[src/rtl/count_event_fifo.sv]
// count_event_fifo: snapshots the upstream counter on each rising edge of b1_in
// into a small synchronous FIFO. The consumer drains it with an rd_en/rd_valid
// handshake. Occupancy, full/empty and a sticky overflow flag are reported.
module count_event_fifo #(
  parameter int WIDTH = 5,
  parameter int DEPTH = 8,
  parameter int LW    = $clog2(DEPTH) + 1
) (
  input  logic             clk,
  input  logic             rst_n,
  input  logic [WIDTH-1:0] counter_in,
  input  logic             b1_in,
  input  logic             rd_en,
  input  logic             clr_ovf,
  output logic [WIDTH-1:0] rd_data,
  output logic             rd_valid,
  output logic             empty,
  output logic             full,
  output logic [LW-1:0]    level,
  output logic             overflow
);
  localparam int AW = $clog2(DEPTH);

  logic [WIDTH-1:0] mem_q [DEPTH];
  logic [AW-1:0]    wr_ptr_q, wr_ptr_d;
  logic [AW-1:0]    rd_ptr_q, rd_ptr_d;
  logic [LW-1:0]    level_q, level_d;
  logic [WIDTH-1:0] rd_data_q, rd_data_d;
  logic             rd_valid_q, rd_valid_d;
  logic             ovf_q, ovf_d;
  logic             b1_q;

  logic evt, rd_acc, wr_acc, drop;

  // Status is decoded from the registered level so it never depends on inputs.
  assign empty = (level_q == '0);
  assign full  = (level_q == LW'(DEPTH));

  // Event detect, handshake qualification and next-state for all control state.
  always_comb begin
    evt        = b1_in & ~b1_q;
    rd_acc     = rd_en & ~empty;
    // A read in the same cycle frees a slot, so a full FIFO can still accept.
    wr_acc     = evt & (~full | rd_acc);
    drop       = evt & full & ~rd_acc;

    wr_ptr_d   = wr_ptr_q;
    rd_ptr_d   = rd_ptr_q;
    level_d    = level_q;
    rd_data_d  = rd_data_q;
    rd_valid_d = rd_acc;
    ovf_d      = ovf_q;

    if (wr_acc) wr_ptr_d = wr_ptr_q + 1'b1;
    if (rd_acc) begin
      rd_ptr_d  = rd_ptr_q + 1'b1;
      rd_data_d = mem_q[rd_ptr_q];
    end

    case ({wr_acc, rd_acc})
      2'b10:   level_d = level_q + 1'b1;
      2'b01:   level_d = level_q - 1'b1;
      default: level_d = level_q;
    endcase

    // A fresh drop outranks a clear in the same cycle.
    if (clr_ovf) ovf_d = 1'b0;
    if (drop)    ovf_d = 1'b1;
  end

  // Control registers; b1_q resets high so a level-high b1_in after reset is not an event.
  always_ff @(posedge clk) begin
    if (!rst_n) begin
      wr_ptr_q   <= '0;
      rd_ptr_q   <= '0;
      level_q    <= '0;
      rd_data_q  <= '0;
      rd_valid_q <= 1'b0;
      ovf_q      <= 1'b0;
      b1_q       <= 1'b1;
    end else begin
      wr_ptr_q   <= wr_ptr_d;
      rd_ptr_q   <= rd_ptr_d;
      level_q    <= level_d;
      rd_data_q  <= rd_data_d;
      rd_valid_q <= rd_valid_d;
      ovf_q      <= ovf_d;
      b1_q       <= b1_in;
    end
  end

  // Storage array; contents are left alone by reset, writes are blocked during it.
  always_ff @(posedge clk) begin
    if (rst_n && wr_acc) mem_q[wr_ptr_q] <= counter_in;
  end

  assign rd_data  = rd_data_q;
  assign rd_valid = rd_valid_q;
  assign level    = level_q;
  assign overflow = ovf_q;
endmodule

[config.mk]
export PLATFORM = sky130hd
export DESIGN_NAME = count_event_fifo
export DESIGN_NICKNAME = d
export VERILOG_FILES = /design/src/rtl/count_event_fifo.sv
export SDC_FILE = /design/constraint.sdc
export NUM_CORES = 1
export LEC_CHECK = 0
export BUFFER_PORTS_ARGS = -buffer_cell sky130_fd_sc_hd__buf_2
export CORE_ASPECT_RATIO = 1.1
export CORE_UTILIZATION = 24
export CTS_CLUSTER_SIZE = 40
export DETAILED_ROUTE_END_ITERATION = 6
export PLACE_DENSITY = 0.37
export SLEW_MARGIN = 20
export SYNTH_ARGS = -nofsm -noshare
export SYNTH_HDL_FRONTEND = slang
export SYNTH_SLANG_ARGS = --single-unit
[constraint.sdc]
create_clock -name clk -period 1.91 [get_ports clk]
set_input_delay 0.0955 -clock clk [delete_from_list [all_inputs] [get_ports clk]]
set_output_delay 0.0955 -clock clk [all_outputs]
set_load 0.02 [all_outputs]
==> reports/qor.yml, run 1 <==
drc: 2
grt_max_degree: 23
numCtsBuffers: 9
htree_levels: 3
initial_core_util: 0.2468
layout.nets: 216
cpPeakStageDelay_ns: 0.66
coreArea_um2: 9842
avgSynthCellArea_um2: 14.46
num_rows: 38
synth-seq-cells: 58
grt_pass1_vias: 1589
crit_family: "simple AND/OR/NAND/NOR gates"
cap_viol_max_count: 0
grt_pass1_wl_um: 8411
reg2regPathDepth: 3
setup_viol: 0
violations: "DRC"
ioPinCount: 23
rsz0062_at_grt: "yes"
routed_wl_um: 5102
final_max_slew_viol_count: 0
worst_ep_arrival_time_ns: 1.82
clock_latency_ns: 0.33
min_delay_path_depth: 1
yosysWarnings: 0
synthFlopType: "edfxtp_1"
status: "finished, violations left"
numClockSinks: 58
hold_viol_final: 0
clkSlewWorstSetupHoldPaths_ns: 0.07
synth_cell_types: 41
dieArea_um2: 10530
slowest_stage: "nor3_1"
hp-start: "counter_in[4]"
cts_tree: "built"
synthesis.nets: 181
fp.dieH_um: 107.5
wire_per_inst_um: 15.60
r2r_end: "mem_q[5][3]"
dr_total_vias: 1488
cp_cell_sequence: "nor2b_1, o211ai_1, nor3_1"
worst-slew-pin-transition_ns: 0.7443
post_cts_buffers: 0
r2r_slack_ns: 0.05
max_freq_mhz: 536.9
p_per_area_nw_per_um2: 1169
fin_util: 0.2991
hpwl_um: 3734
period_minus_slack_ns: 1.863
chipWidth_um: 97.91
insertedDiodeCount: 0
drive_gt1_frac: 0.3188
antenna_found_initial: 0
crit_path_max_fanout: 5
cp.required_ns: 1.87
cts_buffer_depth: 2
postRouteAntennaNets: 0
ys_seq_area_frac: 0.6430
track_usage: 0.1096
slew_headroom: 0.5000
cts_root_buf: "clkbuf_8"
synthCells: 168
critical_path_class: "flip-flop to flip-flop"
syn_to_final_growth_pct: 21.23
hp-class: "input pin to flip-flop"
vdd_drop_max_mv: 0.3817
cp_num_buf_inv: 0
timing.clock.skew_ns: 0.01134
io_buffers: 22
cp-end-kind: "flip-flop"
rr_startpoint: "b1_q"
nFillCells: 980
finalPower_w: 0.003441
gp_congestion: 0.7464
syn_area_um2: 2429
drt_iter0_markers: 100
min_to: "mem_q[5][4]"
overflow: 0
period_share: 0.9751
firstDrtPassIters: 7
synth_edf_count: 40
leakage_nw: 1.041
start_kind: "flip-flop"
viasPerCell: 4.550
async_reset_ff_frac: 0
-- worst reg2reg max path, stage by stage, from the launching register on --
cell	delay, ns
dfxtp_1	0.31
nor2b_1	0.28
o211ai_1	0.24
nor3_1	0.66
-- cell type report --
type / count / area, um^2 / area share
Multi-Input combinational cell: 97 / 808.3 / 0.2745
Inverter: 4 / 15.01 / 0.005100
Sequential cell: 58 / 1569 / 0.5329
Timing Repair Buffer: 33 / 195.2 / 0.06630
Clock inverter: 6 / 82.58 / 0.02805
Clock buffer: 9 / 123.9 / 0.04207
Tap cell: 120 / 150.1 / 0.05100
-- where the power goes --
part | total, W | switching (W) | internal, W
clock network | 0.00120 | 0.000483 | 0.000720
registers | 0.00150 | 0.0000756 | 0.00143
logic | 0.000736 | 0.000406 | 0.000331
-- worst max-delay path by stage --
stage / slack, ns / depth (start not counted) / end / startpoint
2_1_floorplan: 0.005 / 8 / level[2] / level[0]
3_3_place_gp: 0.04 / 3 / mem_q[4][2] / b1_q
3_5_place_dp: 0.008 / 3 / mem_q[4][2] / b1_q
4_1_cts: 0.03 / 3 / mem_q[5][1] / b1_q
5_1_grt: -0.06 / 3 / mem_q[5][3] / b1_q
6_report: 0.05 / 3 / mem_q[5][3] / b1_q
-- cell usage after synthesis, types with 2 or more instances --
library cell	number	area, um^2
inv_1	4	15.01
mux4_2	10	225.2
and2_1	5	31.28
xnor2_1	4	35.03
o21ai_0	7	35.03
nand2b_1	7	43.79
nand3_1	3	15.01
nor3_1	7	35.03
nor2_1	8	30.03
dfxtp_1	18	360.4
a21oi_1	2	10.01
clkbuf_1	3	11.26
o22ai_1	5	31.28
mux2i_1	3	30.03
nand2_1	8	30.03
edfxtp_1	40	1201
buf_2	4	20.02
nor2b_1	2	12.51
buf_6	2	22.52
nor4_1	3	18.77
ha_1	3	37.54
-- registers in the layout (all words and copies together), names as in the netlist --
| name | count |
|---|---|
| mem_q | 40 |
| wr_ptr_q | 3 |
| overflow | 1 |
| rd_valid | 1 |
| rd_ptr_q | 3 |
| b1_q | 1 |
| level | 4 |
| rd_data | 5 |
-- cell families after synthesis --
kind of cell / count (synthesis) / share of synthesized area
AOI/OAI and AO/OA: 27 / 0.07883
and+or+nand+nor: 48 / 0.1066
xor gates and xnor gates: 5 / 0.01803
buffers and inverters: 13 / 0.02833
muxes: 14 / 0.1097
adders and majority gates: 3 / 0.01546
DFF: 58 / 0.6430
-- through the flow --
stage / cells / hold slack (ns) / cell area, um^2 / setup WS [ns] / TNS, ns
finish: 327 / 0.05050 / 2944 / 0.04748 / 0
global route: 327 / 0.05072 / 2944 / -0.05790 / -0.3233
CTS: 327 / 0.05051 / 2939 / 0.02620 / 0
detailed placement: 311 / 0.3172 / 2718 / 0.007735 / 0
global placement: 311 / 0.3135 / 2718 / 0.03626 / 0
floorplan: 168 / 0.1685 / 2442 / 0.005071 / 0
-- layout by cell type, fill, tap and decap left out, drive strengths merged, types with 4 or more instances in the layout --
master,n
and2,5
buf,32
clkbuf,9
clkinv,4
dfxtp,18
edfxtp,40
inv,4
mux4,10
nand2,8
nand2b,7
nor2,8
nor3,7
o21ai,10
o22ai,5
xnor2,4
-- layer usage --
metal  track usage  up-vias  wire length (um)
li1              -      709                 -
met1        0.1359      729              2234
met2        0.1751       40              2487
met3       0.03247       10               294
met4       0.05195        0                85
met5             0        -                 0
-- timing repair --
item / 4_1_cts / 5_1_grt
endpoints found under the setup margin: 5 / 16
endpoints found under the hold margin: 1 / 0
hold buffers: 1 / 0
resized for setup: 1 / 1
(Power assumes the default switching activity.)
==> run 2, diff against run 1 <==
--- a/config.mk
+++ b/config.mk
@@ -10,7 +10,7 @@
 export CORE_UTILIZATION = 24
 export CTS_CLUSTER_SIZE = 40
 export DETAILED_ROUTE_END_ITERATION = 6
-export PLACE_DENSITY = 0.37
+export PLACE_DENSITY = 0.42
 export SLEW_MARGIN = 20
 export SYNTH_ARGS = -nofsm -noshare
 export SYNTH_HDL_FRONTEND = slang
==> run 2 against run 1 <==
Design area is 1.5% higher. Via count decreased by 3.0%. Register-to-register slack is essentially flat. Highest routed layer unchanged. Sequential share of layout area is 0.78 points lower. Maximum frequency decreased by 0.16%. Routed wire length rose by 1.2%. Cell count is 1.2% higher. Total power increased by 3.7%. The run still ends with DRC left. Non-clock buffer count is 3 higher.
==> reports/qor.yml, run 2 (synthesis gave the netlist of run 1 again) <==
top_register: "mem_q"
layout.nets: 219
insertedDiodeCount: 0
chipWidth_um: 97.91
dieArea_um2: 10530
clkSlewWorstSetupHoldPaths_ns: 0.07
dpl_cell_area_um2: 2740
final_area_um2: 2988
cap_viol_max_count: 0
grt_max_degree: 23
final_common_cell: "edfxtp_1"
hold_ws_ns: 0.06305
r2r_slack_ns: 0.04
cts_tree: "built"
finalPower_w: 0.003567
syn_to_final_growth_pct: 23.03
dr_total_vias: 1444
numClockSinks: 58
clock_latency_ns: 0.34
hpwl_um: 3639
fp.dieH_um: 107.5
final_cell_mix: "edfxtp_1, buf_2, dfxtp_1"
overflow: 0
fin_util: 0.3036
hold_viol_final: 0
rsz0062_at_grt: "yes"
largest_register_ffs: 40
htree_levels: 3
status: "finished, violations left"
drt_iter0_markers: 62
start_kind: "flip-flop"
postRouteAntennaNets: 0
worst_ep_arrival_time_ns: 1.91
cts_root_buf: "clkbuf_8"
drive_gt1_frac: 0.3223
grt_pass1_vias: 1498
ioPinCount: 23
drc: 2
grt_pass1_wl_um: 8321
wire_per_inst_um: 15.60
period_share: 0.9767
firstDrtPassIters: 6
io_buffers: 22
antenna_found_initial: 0
routed_wl_um: 5165
timing.clock.skew_ns: 0.008663
vdd_drop_max_mv: 0.3458
crit_path_max_fanout: 10
track_usage: 0.1084
cts_buffer_depth: 2
critical_path_class: "flip-flop to flip-flop"
slew_headroom: 0.5345
viasPerCell: 4.363
violations: "DRC"
period_minus_slack_ns: 1.866
leakage_nw: 1.068
initial_core_util: 0.2468
numCtsBuffers: 9
final_max_slew_viol_count: 0
num_rows: 38
coreArea_um2: 9842
worst-slew-pin-transition_ns: 0.6929
setup_viol: 0
cp-end-kind: "flip-flop"
gp_congestion: 0.6949
max_freq_mhz: 536.0
cp.required_ns: 1.96
hp-class: "input pin to flip-flop"
p_per_area_nw_per_um2: 1194
## run 2: changes by cell type in the layout (fill, tap and decap cells not counted)
cell | previous run | this run
clkbuf_8 | 9 | 12
buf_4 | 10 | 13
a22oi_2 | 1 | 0
clkinv_2 | 2 | 0
clkinv_4 | 1 | 0
clkbuf_1 | 0 | 2
clkinv_1 | 1 | 0
a22oi_1 | 0 | 1
## run 2: through the flow
step	setup slack, ns	std cells	TNS (ns)
global placement	0.06009	314	0
finish	0.04449	331	0
CTS	0.05925	331	0
detailed placement	0.05586	314	0
floorplan	0.005071	168	0
global route	-0.04835	331	-0.3911
## run 2: metal layers
metal,up-vias,track usage,wire length (um)
li1,718,-,-
met1,703,0.1374,2434
met2,18,0.1700,2508
met3,5,0.03506,140
met4,0,0.04545,82
met5,-,0,0
## run 2: report_power, final
group	internal, W	total [W]	switching, W
sequential	0.00143	0.00148	0.0000551
combinational	0.000340	0.000762	0.000422
clock	0.000843	0.00132	0.000480
## run 2: path summary, 6_finish.rpt
kind,cells past startpoint,endpoint,startpoint
setup reg to reg,3,mem_q[7][4],level[0]
hold reg to reg,2,rd_data[2],rd_data[2]
hold / removal,1,mem_q[7][3],counter_in[3]
setup / recovery,3,mem_q[7][4],level[0]
## run 2: final cells by class
type	instances	area (um^2)
multi-input combinational	97	803.3
sequential	58	1569
tap	120	150.1
clock inverter	2	60.06
timing repair buffer	36	217.7
inverter	4	15.01
clock buffer	14	172.7
fill	945	6854
## run 2: timing repair
item | in CTS | in global routing
hold endpoints to repair | 1 | 0
hold buffers | 1 | 0
endpoints found under the setup margin | 0 | 10
buffers inserted | 0 | 0
gates resized for setup | 0 | 1
## run 2: critical path, cell delays in order, from the launching register on
cell,delay [ns]
dfxtp_4,0.38
or4b_4,0.60
o211ai_1,0.37
nor2_1,0.24
==> run 3, diff against run 2 <==
--- a/config.mk
+++ b/config.mk
@@ -10,7 +10,7 @@
 export CORE_UTILIZATION = 24
 export CTS_CLUSTER_SIZE = 40
 export DETAILED_ROUTE_END_ITERATION = 6
-export PLACE_DENSITY = 0.42
+export PLACE_DENSITY = 0.41
 export SLEW_MARGIN = 20
 export SYNTH_ARGS = -nofsm -noshare
 export SYNTH_HDL_FRONTEND = slang
==> constraint.sdc (replaced) <==
create_clock -name clk -period 2.4 [get_ports clk]
set_input_delay 0.12 -clock clk [delete_from_list [all_inputs] [get_ports clk]]
set_output_delay 0.12 -clock clk [all_outputs]
set_load 0.02 [all_outputs]
==> run 3 against run 2 <==
The flow still finishes with violations (DRC). Total power down 26%. Critical endpoint is now mem_q[5][1]. Design area fell by 3.2%. Utilization decreased by 0.98 points. Highest routed layer unchanged. Critical path type is now input pin to flip-flop. Sequential cell count unchanged. Global-route usage decreased by 0.43 points. Clock power shrank 33%. Count of clock-buffer cells in the layout shrank 5. Register-to-register slack improved by 0.40 ns.
==> reports/qor.yml, run 3 (synthesis gave the netlist of run 1 again) <==
grt_pass1_vias: 1465
leakage_nw: 1.006
wire_per_inst_um: 15.22
num_rows: 38
crit_family: "simple AND/OR/NAND/NOR gates"
initial_core_util: 0.2468
period_minus_slack_ns: 2.019
hp-class: "input pin to flip-flop"
wl_met3_um: 127
final_cell_mix: "edfxtp_1, buf_2, dfxtp_1"
crit_start: "b1_in"
hold_viol_final: 0
fp.dieH_um: 107.5
crit_path_max_fanout: 5
viasPerCell: 4.440
drt_iter0_markers: 39
firstDrtPassIters: 6
cp_num_buf_inv: 2
highest_layer: "met4"
critical_path_class: "input pin to flip-flop"
rsz0062_at_grt: "no"
hpwl_um: 3499
cts_tree: "built"
grt_max_degree: 23
cts_buffer_depth: 2
cp.required_ns: 2.36
p_per_area_nw_per_um2: 913.4
rr_startpoint: "level[0]"
slew_headroom: 0.4490
cts_root_buf: "clkbuf_8"
overflow: 0
worst-slew-pin-transition_ns: 0.8202
cpPeakStageDelay_ns: 0.71
largest_register_ffs: 40
final_max_slew_viol_count: 0
cp_cell_sequence: "dlygate4sd3_1, buf_2, nor2b_1, o211ai_1, nor3_1"
insertedDiodeCount: 0
htree_levels: 3
reg2regPathDepth: 3
wl_met1_um: 2259
track_usage: 0.1041
numCtsBuffers: 9
io_buffers: 22
gp_congestion: 0.7282
r2r_slack_ns: 0.44
dr_total_vias: 1443
top_register: "mem_q"
drive_gt1_frac: 0.2829
worstSetupEndpoint: "mem_q[5][1]"
vdd_drop_max_mv: 0.2367
r2r_end: "mem_q[5][1]"
postRouteAntennaNets: 0
slowest_stage: "nor3_1"
hold_ws_ns: 0.07347
chipWidth_um: 97.91
final_area_um2: 2892
coreArea_um2: 9842
cap_viol_max_count: 0
numClockSinks: 58
period_share: 0.8414
final_common_cell: "edfxtp_1"
antenna_found_initial: 0
max_freq_mhz: 495.2
layout.nets: 213
dpl_cell_area_um2: 2688
grt_pass1_wl_um: 7769
worst_ep_arrival_time_ns: 1.98
clkSlewWorstSetupHoldPaths_ns: 0.07
dr_wl_met2_um: 2428
start_kind: "input pin"
tns_ns: 0
syn_to_final_growth_pct: 19.06
ioPinCount: 23
status: "finished, violations left"
drc: 3
violations: "DRC"
setup_viol: 0
cp-end-kind: "flip-flop"
timing.clock.skew_ns: 0.007479
clock_latency_ns: 0.34
path_depth: 5
routed_wl_um: 4947
dieArea_um2: 10530
run 3: final cells by class:
type,count,area (um^2)
clock buffers,9,123.9
multi-input cells,97,798.3
flip-flops and latches,58,1562
inverters,4,15.01
clock inverters,7,70.07
fillers,981,6950
repair buffers,30,172.7
well taps,120,150.1
run 3: report_power, final:
group / total, W / internal, W / leakage, nW / switching (W)
logic: 0.000576 / 0.000259 / 0.410 / 0.000317
clock network: 0.000883 / 0.000475 / 0.0889 / 0.000408
registers: 0.00118 / 0.00113 / 0.506 / 0.0000546
run 3: repair_timing:
action	4_1_cts	5_1_grt
setup buffers	0	0
hold buffers	1	0
hold endpoints to repair	1	0
gates resized for setup	0	0
run 3: per-layer routing:
metal / vias to the layer above / global-route usage
met1: 705 / 0.1185
met5: - / 0
li1: 710 / -
met3: 8 / 0.02273
met4: 0 / 0.07792
met2: 20 / 0.1720
run 3: worst min-delay path by stage:
stage,startpoint,to,slack (ns),depth (start not counted)
2_1_floorplan,rst_n,b1_q,0.19,1
3_3_place_gp,b1_in,b1_q,0.35,2
3_5_place_dp,b1_in,b1_q,0.35,2
4_1_cts,counter_in[4],mem_q[2][4],0.07,1
5_1_grt,counter_in[1],mem_q[5][1],0.09,1
6_report,counter_in[3],mem_q[0][3],0.07,1
run 3: stage by stage:
stage	util	cells	setup slack, ns	power [W]
6_report	0.2938	325	0.3805	0.002641
5_1_grt	0.2938	325	0.2128	0.002776
4_1_cts	0.2938	325	0.3630	0.002685
3_5_place_dp	0.2731	308	0.4190	0.001790
3_3_place_gp	0.2731	308	0.4313	0.001790
2_1_floorplan	-	168	0.3554	0.001619
